==> config.mk <==
export PLATFORM = sky130hd
export DESIGN_NAME = fbuf_bank_ctrl
export DESIGN_NICKNAME = d
export VERILOG_FILES = /design/src/rtl/fbuf_pkg.sv /design/src/rtl/fbuf_wr_ctrl.sv /design/src/rtl/fbuf_bank_ctrl.sv
export SDC_FILE = /design/constraint.sdc
export NUM_CORES = 1
export LEC_CHECK = 0
export BUFFER_PORTS_ARGS = -buffer_cell sky130_fd_sc_hd__buf_2
export CAP_MARGIN = 30
export CORE_UTILIZATION = 34
export CTS_CLUSTER_DIAMETER = 120
export DETAILED_ROUTE_END_ITERATION = 10
export HOLD_SLACK_MARGIN = 0.03
export PLACE_DENSITY = 0.71
export SETUP_SLACK_MARGIN = 0.4
export SYNTH_ARGS = -nofsm -noshare
export SYNTH_HDL_FRONTEND = slang
export SYNTH_SLANG_ARGS = --single-unit
==> constraint.sdc <==
create_clock -name i_clk -period 2.8 [get_ports i_clk]
set_input_delay 0.84 -clock i_clk [delete_from_list [all_inputs] [get_ports i_clk]]
set_output_delay 0.84 -clock i_clk [all_outputs]
set_load 0.01 [all_outputs]
==> src/rtl/fbuf_pkg.sv <==
// Shared definitions for the ping-pong frame buffer controller.
// Holds the writer state encoding, default geometry and bank reset values.
// Contents: wr_state_e, FBUF_DEPTH_DEF/ADDR_W_DEF/DATA_W_DEF, RD_BANK_RST/WR_BANK_RST.
package fbuf_pkg;

    // One 640x480 RGB565 frame per bank by default.
    localparam int FBUF_DEPTH_DEF = 307200;
    localparam int ADDR_W_DEF     = 19;
    localparam int DATA_W_DEF     = 16;

    // Display starts on bank 0 and capture fills bank 1, so they never coincide.
    localparam logic RD_BANK_RST = 1'b0;
    localparam logic WR_BANK_RST = 1'b1;

    typedef enum logic [1:0] {
        WR_IDLE  = 2'd0,   // no frame in progress, pixels are discarded
        WR_WRITE = 2'd1,   // filling the write bank
        WR_DONE  = 2'd2    // write bank full, waiting for the next capture SOF
    } wr_state_e;

endpackage

==> src/rtl/fbuf_wr_ctrl.sv <==
// Capture-side writer FSM: tracks the word counter, pending-frame flag, overflow and dropped frames.
// Latency: store_o/word_o are combinational from the accepted pixel; overflow_o is a registered 1-cycle pulse.
// Backpressure: none of its own; acc_i is already qualified by the read-priority arbiter in the top.
// Ports: clk_i/rst_i (sync, active-high), sof_i capture SOF, acc_i pixel accepted, swap_i bank swap this cycle,
//        store_o/word_o write this pixel at word_o, pending_o complete frame waiting, overflow_o, drop_cnt_o.
module fbuf_wr_ctrl
    import fbuf_pkg::*;
#(
    parameter int FBUF_DEPTH = FBUF_DEPTH_DEF,
    parameter int ADDR_W     = ADDR_W_DEF
) (
    input  logic              clk_i,
    input  logic              rst_i,
    input  logic              sof_i,
    input  logic              acc_i,
    input  logic              swap_i,
    output logic              store_o,
    output logic [ADDR_W-1:0] word_o,
    output logic              pending_o,
    output logic              overflow_o,
    output logic [7:0]        drop_cnt_o
);

    localparam logic [ADDR_W-1:0] LAST_WORD = ADDR_W'(FBUF_DEPTH - 1);

    wr_state_e         state_q, state_d;
    logic [ADDR_W-1:0] wcnt_q, wcnt_d;
    logic              pending_q, pending_d;
    logic              overflow_q, overflow_d;
    logic [7:0]        drop_q, drop_d;

    // An SOF restarts the frame in the same cycle, so a pixel arriving with it is word 0.
    logic              in_frame;
    logic [ADDR_W-1:0] cur_word;

    assign in_frame = (state_q == WR_WRITE) || sof_i;
    assign cur_word = sof_i ? '0 : wcnt_q;

    always_comb begin
        state_d    = state_q;
        wcnt_d     = wcnt_q;
        pending_d  = pending_q;
        overflow_d = 1'b0;
        drop_d     = drop_q;
        store_o    = 1'b0;
        word_o     = cur_word;

        if (sof_i) begin
            state_d = WR_WRITE;
            wcnt_d  = '0;
        end

        if (acc_i) begin
            if (in_frame) begin
                store_o = 1'b1;
                wcnt_d  = cur_word + ADDR_W'(1);
                if (cur_word == LAST_WORD) begin
                    state_d   = WR_DONE;
                    wcnt_d    = '0;
                    pending_d = 1'b1;
                    // The previous complete frame was never displayed and is now overwritten.
                    if (pending_q && (drop_q != 8'hFF)) begin
                        drop_d = drop_q + 8'd1;
                    end
                end
            end else if (state_q == WR_DONE) begin
                overflow_d = 1'b1;
            end
        end

        // A swap consumes the pending frame; it wins over a completion in the same
        // cycle because that completion landed in the bank being handed to display.
        if (swap_i) begin
            pending_d = 1'b0;
        end
    end

    always_ff @(posedge clk_i) begin
        if (rst_i) begin
            state_q    <= WR_IDLE;
            wcnt_q     <= '0;
            pending_q  <= 1'b0;
            overflow_q <= 1'b0;
            drop_q     <= '0;
        end else begin
            state_q    <= state_d;
            wcnt_q     <= wcnt_d;
            pending_q  <= pending_d;
            overflow_q <= overflow_d;
            drop_q     <= drop_d;
        end
    end

    assign pending_o  = pending_q;
    assign overflow_o = overflow_q;
    assign drop_cnt_o = drop_q;

endmodule

==> src/rtl/fbuf_bank_ctrl.sv <==
// Ping-pong frame buffer controller sharing one single-port RAM between capture (write) and display (read).
// Latency: RAM address/we registered 1 cycle after request; o_rd_valid 2 cycles after i_rd_en.
// Backpressure: reads have strict priority; o_wr_ready = !i_rd_en and a stalled pixel is held by the writer.
// Ports: i_clk/i_rst, capture i_wr_sof/i_wr_valid/i_wr_data/o_wr_ready, display i_rd_sof/i_rd_en/i_rd_addr/
//        o_rd_valid/o_rd_data, RAM o_mem_addr/o_mem_we/o_mem_wdata/i_mem_rdata, status o_rd_bank/o_frame_valid/
//        o_overflow/o_drop_cnt.
module fbuf_bank_ctrl
    import fbuf_pkg::*;
#(
    parameter int FBUF_DEPTH = FBUF_DEPTH_DEF,
    parameter int ADDR_W     = ADDR_W_DEF,
    parameter int DATA_W     = DATA_W_DEF
) (
    input  logic              i_clk,
    input  logic              i_rst,
    input  logic              i_wr_sof,
    input  logic              i_wr_valid,
    input  logic [DATA_W-1:0] i_wr_data,
    output logic              o_wr_ready,
    input  logic              i_rd_sof,
    input  logic              i_rd_en,
    input  logic [ADDR_W-1:0] i_rd_addr,
    output logic              o_rd_valid,
    output logic [DATA_W-1:0] o_rd_data,
    output logic [ADDR_W:0]   o_mem_addr,
    output logic              o_mem_we,
    output logic [DATA_W-1:0] o_mem_wdata,
    input  logic [DATA_W-1:0] i_mem_rdata,
    output logic              o_rd_bank,
    output logic              o_frame_valid,
    output logic              o_overflow,
    output logic [7:0]        o_drop_cnt
);

    logic              wr_acc;
    logic              wr_store;
    logic [ADDR_W-1:0] wr_word;
    logic              pending;
    logic              swap;

    logic              rd_bank_q, rd_bank_d;
    logic              wr_bank_q, wr_bank_d;
    logic              frame_valid_q, frame_valid_d;
    logic              rd_en_q, rd_en_d;
    logic              rd_valid_q, rd_valid_d;
    logic [ADDR_W:0]   mem_addr_q, mem_addr_d;
    logic              mem_we_q, mem_we_d;
    logic [DATA_W-1:0] mem_wdata_q, mem_wdata_d;

    assign o_wr_ready = !i_rd_en;
    assign wr_acc     = i_wr_valid && !i_rd_en;
    // pending is registered, so a frame completing this cycle cannot swap until the next display SOF.
    assign swap       = i_rd_sof && pending;

    fbuf_wr_ctrl #(
        .FBUF_DEPTH (FBUF_DEPTH),
        .ADDR_W     (ADDR_W)
    ) u_wr_ctrl (
        .clk_i      (i_clk),
        .rst_i      (i_rst),
        .sof_i      (i_wr_sof),
        .acc_i      (wr_acc),
        .swap_i     (swap),
        .store_o    (wr_store),
        .word_o     (wr_word),
        .pending_o  (pending),
        .overflow_o (o_overflow),
        .drop_cnt_o (o_drop_cnt)
    );

    always_comb begin
        rd_bank_d     = rd_bank_q;
        wr_bank_d     = wr_bank_q;
        frame_valid_d = frame_valid_q;
        rd_en_d       = i_rd_en;
        rd_valid_d    = rd_en_q;
        mem_addr_d    = mem_addr_q;
        mem_we_d      = 1'b0;
        mem_wdata_d   = mem_wdata_q;

        // wr_store implies !i_rd_en, so the two RAM requests never collide.
        if (i_rd_en) begin
            mem_addr_d = {rd_bank_q, i_rd_addr};
        end else if (wr_store) begin
            mem_addr_d  = {wr_bank_q, wr_word};
            mem_we_d    = 1'b1;
            mem_wdata_d = i_wr_data;
        end

        if (swap) begin
            rd_bank_d     = wr_bank_q;
            wr_bank_d     = ~wr_bank_q;
            frame_valid_d = 1'b1;
        end
    end

    always_ff @(posedge i_clk) begin
        if (i_rst) begin
            rd_bank_q     <= RD_BANK_RST;
            wr_bank_q     <= WR_BANK_RST;
            frame_valid_q <= 1'b0;
            rd_en_q       <= 1'b0;
            rd_valid_q    <= 1'b0;
            mem_addr_q    <= '0;
            mem_we_q      <= 1'b0;
            mem_wdata_q   <= '0;
        end else begin
            rd_bank_q     <= rd_bank_d;
            wr_bank_q     <= wr_bank_d;
            frame_valid_q <= frame_valid_d;
            rd_en_q       <= rd_en_d;
            rd_valid_q    <= rd_valid_d;
            mem_addr_q    <= mem_addr_d;
            mem_we_q      <= mem_we_d;
            mem_wdata_q   <= mem_wdata_d;
        end
    end

    assign o_rd_valid    = rd_valid_q;
    assign o_rd_data     = i_mem_rdata;
    assign o_mem_addr    = mem_addr_q;
    assign o_mem_we      = mem_we_q;
    assign o_mem_wdata   = mem_wdata_q;
    assign o_rd_bank     = rd_bank_q;
    assign o_frame_valid = frame_valid_q;

endmodule
==> impl_metrics.yaml <==
outcome:
  status: "completed"
timing:
  rsz0062_at_grt: "true"
  worst_pin_slew_ns: 0.6610
  hold_ws_ns: 0.4485
  drv_slew: 0
  layout_worst_path_cycle_share_pct: 83.32
  maxSlewHeadroom_pct: 55.94
  finClkSkew_ns: 0.01146
  timing.fmax_mhz: 428.7
  tns_ns: 0
  finalWorstSetupSlack_ns: 0.4671
  min_period_ns: 2.333
  setup_viol: 0
  final_hold_viol_count: 0
drt:
  routedWlPerCell_um: 14.06
  wl_mm: 8.574
  vias_per_cell: 4.987
  detailroute.via_count: 3042
  drt-initial-drc-count: 152
  first_pass_iters: 6
  ant_nets: 0
  drcViolationCount: 0
clocking:
  clock_latency_ns: 0.35
  clk_path_buf_depth: 2
  clockRootBuffer: "clkbuf_8"
  htreeDepth: 3
  post_cts_buffers: 0
  cts.sinks: 73
  cts_resized: 0
  cts_tree: "yes"
  clk_pin_slew_worst_paths_ns: 0.08
  holdBufCountCts: 0
  cts_made_buffers: 9
logic_synthesis:
  synth_nets: 458
  syn-instance-count: 399
  yosysTopAreaCell: "dfxtp_1"
  synth_warnings: 0
  synth_area_mm2: 0.003337
  syn_area_per_cell_um2: 8.363
  ys_types: 50
  synthArstFlopShare_pct: 0
  ys_ff_latch: 73
  synthFlopType: "dfxtp_1"
  synth-edff-count: 0
  ys_seq_area_share_pct: 43.79
  synth_area_leaders: "dfxtp_1 44%, nand2_1 8.3%, nor2_1 5.6%, a21oi_1 4.2%, xnor2_1 4.2%"
  synth_top_area_share_pct: 43.79
layout:
  final_cell_area_mm2: 0.004167
  drive_gt1_share_pct: 29.52
  fin_util_pct: 44.46
  nNetsFinal: 535
  fillCellCount: 953
  diodes: 0
  area_delta_synth_final_pct: 24.86
floorplanning:
  die-area_mm2: 0.01022
  core_area_mm2: 0.009371
  start_util_pct: 35.61
  dieHeight_um: 101.1
  ios: 123
  num_rows: 35
  die_x_um: 101.1
placed_design:
  dp_hpwl_mm: 6.112
  place_area_mm2: 0.003925
  gp_congestion: 0.9017
  numPortBuffers: 90
  post-place-ws_ns: 0.08459
critical_path:
  crit_start: "i_wr_sof"
  required_ns: 3.04
  timing.rr.start: "u_wr_ctrl.wcnt_q[1]"
  r2r-end: "u_wr_ctrl.drop_cnt_o[5]"
  worstSetupStartpointType: "primary input"
  cp_max_fo: 7
  critPathKind: "in2reg"
  endpoint_kind: "flop"
  cp_data_arrival_time_ns: 2.58
  rrSetupSlack_ns: 0.77
  worstRegToRegCells: 7
pwr:
  internal_power_mw: 1.663
  power.static_leakage_nw: 1.683
  p_clk_share_pct: 42.1
  swShare_pct: 24.97
  power_frac_comb_pct: 9.1
  powerDensity_mw_per_mm2: 532.1
  power.share.sequential_pct: 48.9
  ir_drop_v: 0.0003055
  switchingPower_mw: 0.5536
min_path:
  holdPathStages: 1
  hp-start: "rd_en_q"
  hp-class: "reg2reg"
  min_to: "o_rd_valid"
run:
  drv_cap: 0
global_route:
  track_usage_pct: 17.36
  grt-ovfl-total: 0
  grt_max_degree: 45
  grt_pass1_vias: 2975
  grt_pass1_wl_mm: 13.99
  antenna_found_initial: 0
## synthesized netlist by cell type, drive strengths merged (2+ instances only)
cell type	count
nor3	10
nor4b	3
a21oi	28
xnor2	16
nand2	74
a311oi	14
a211oi	3
o41ai	2
a22oi	3
or2	2
nand2b	5
and4b	2
nor2	50
clkbuf	13
and2b	4
buf	27
mux2	4
ha	2
inv	3
dfxtp	73
nand4	7
or3	2
xor2	2
nor4	8
and3	3
o21ai	4
nand3	6
nor2b	17
## power groups by stage
stage	Sequential, mW	Clock, mW	Combinational, mW
after floorplan	1.12	0	0.121
after detailed placement	1.11	0	0.202
final	1.08	0.933	0.201
after global placement	1.11	0	0.197
after CTS	1.08	0.958	0.202
after global routing	1.09	0.997	0.222
## worst max-delay path by stage
| stage | endpoint | slack (ns) | cells past startpoint |
|---|---|---|---|
| after global placement | u_wr_ctrl.drop_cnt_o[5] | 0.12 | 8 |
| after CTS | u_wr_ctrl.drop_cnt_o[5] | 0.46 | 8 |
| after global routing | u_wr_ctrl.drop_cnt_o[5] | 0.39 | 8 |
| after floorplan | u_wr_ctrl.drop_cnt_o[5] | 0.07 | 9 |
| after detailed placement | u_wr_ctrl.drop_cnt_o[5] | 0.08 | 8 |
| final | u_wr_ctrl.drop_cnt_o[5] | 0.47 | 8 |
## per-layer routing
layer | wire length [um] | track usage (%) | vias to the layer above
met5 | 0 | 0 | -
met3 | 449 | 3.953 | 23
met4 | 185 | 7.358 | 0
li1 | - | - | 1503
met2 | 3958 | 28.52 | 98
met1 | 3982 | 21.75 | 1418
## layout by cell type, fill, tap and decap left out, drive strengths merged, types with 5 or more instances in the layout
cell type	count
nor2	50
a21oi	28
dfxtp	73
a311oi	14
nand2b	5
buf	105
nand3	6
nor2b	17
clkbuf	10
nand2	74
nor4	8
xnor2	16
nor3	10
nand4	7
## layout make-up
cell class | count | area (um2) | area share (%)
Clock inverter | 7 | 102.6 | 2.462
Inverter | 3 | 11.26 | 0.2703
Timing Repair Buffer | 106 | 626.9 | 15.05
Sequential cell | 73 | 1461 | 35.08
Tap cell | 129 | 161.4 | 3.874
Multi-Input combinational cell | 283 | 1679 | 40.30
Clock buffer | 9 | 123.9 | 2.973
## cell families after synthesis
logic type / Yosys count / synth area share (%)
simple gates: 199 / 30.07
flops: 73 / 43.79
compound gates: 59 / 11.85
buf+inv: 43 / 7.162
xor+xnor: 18 / 4.724
mux: 5 / 1.650
fa+ha+maj: 2 / 0.7498
## worst max-delay path: stages
cell and delay [ns]:
clkbuf_4 0.19, nor2b_4 0.14, ha_2 0.20, and4_4 0.23, nand4_4 0.08, or2_4 0.30
nor4_4 0.25, mux2_2 0.35
## through the flow
stage | power, mW | std cells
6_report | 2.217 | 610
3_5_place_dp | 1.310 | 594
5_1_grt | 2.307 | 610
4_1_cts | 2.244 | 610
3_3_place_gp | 1.304 | 594
2_1_floorplan | 1.243 | 399
## state kept, by name, indices dropped and copies added, names as in the netlist
register	cells
o_rd_valid	1
rd_en_q	1
o_mem_we	1
o_rd_bank	1
o_mem_wdata	16
u_wr_ctrl.overflow_o	1
u_wr_ctrl.state_q	2
o_mem_addr	20
u_wr_ctrl.wcnt_q	19
wr_bank_q	1
u_wr_ctrl.drop_cnt_o	8
o_frame_valid	1
u_wr_ctrl.pending_o	1
No activity file was read; power rests on OpenSTA's default activity.
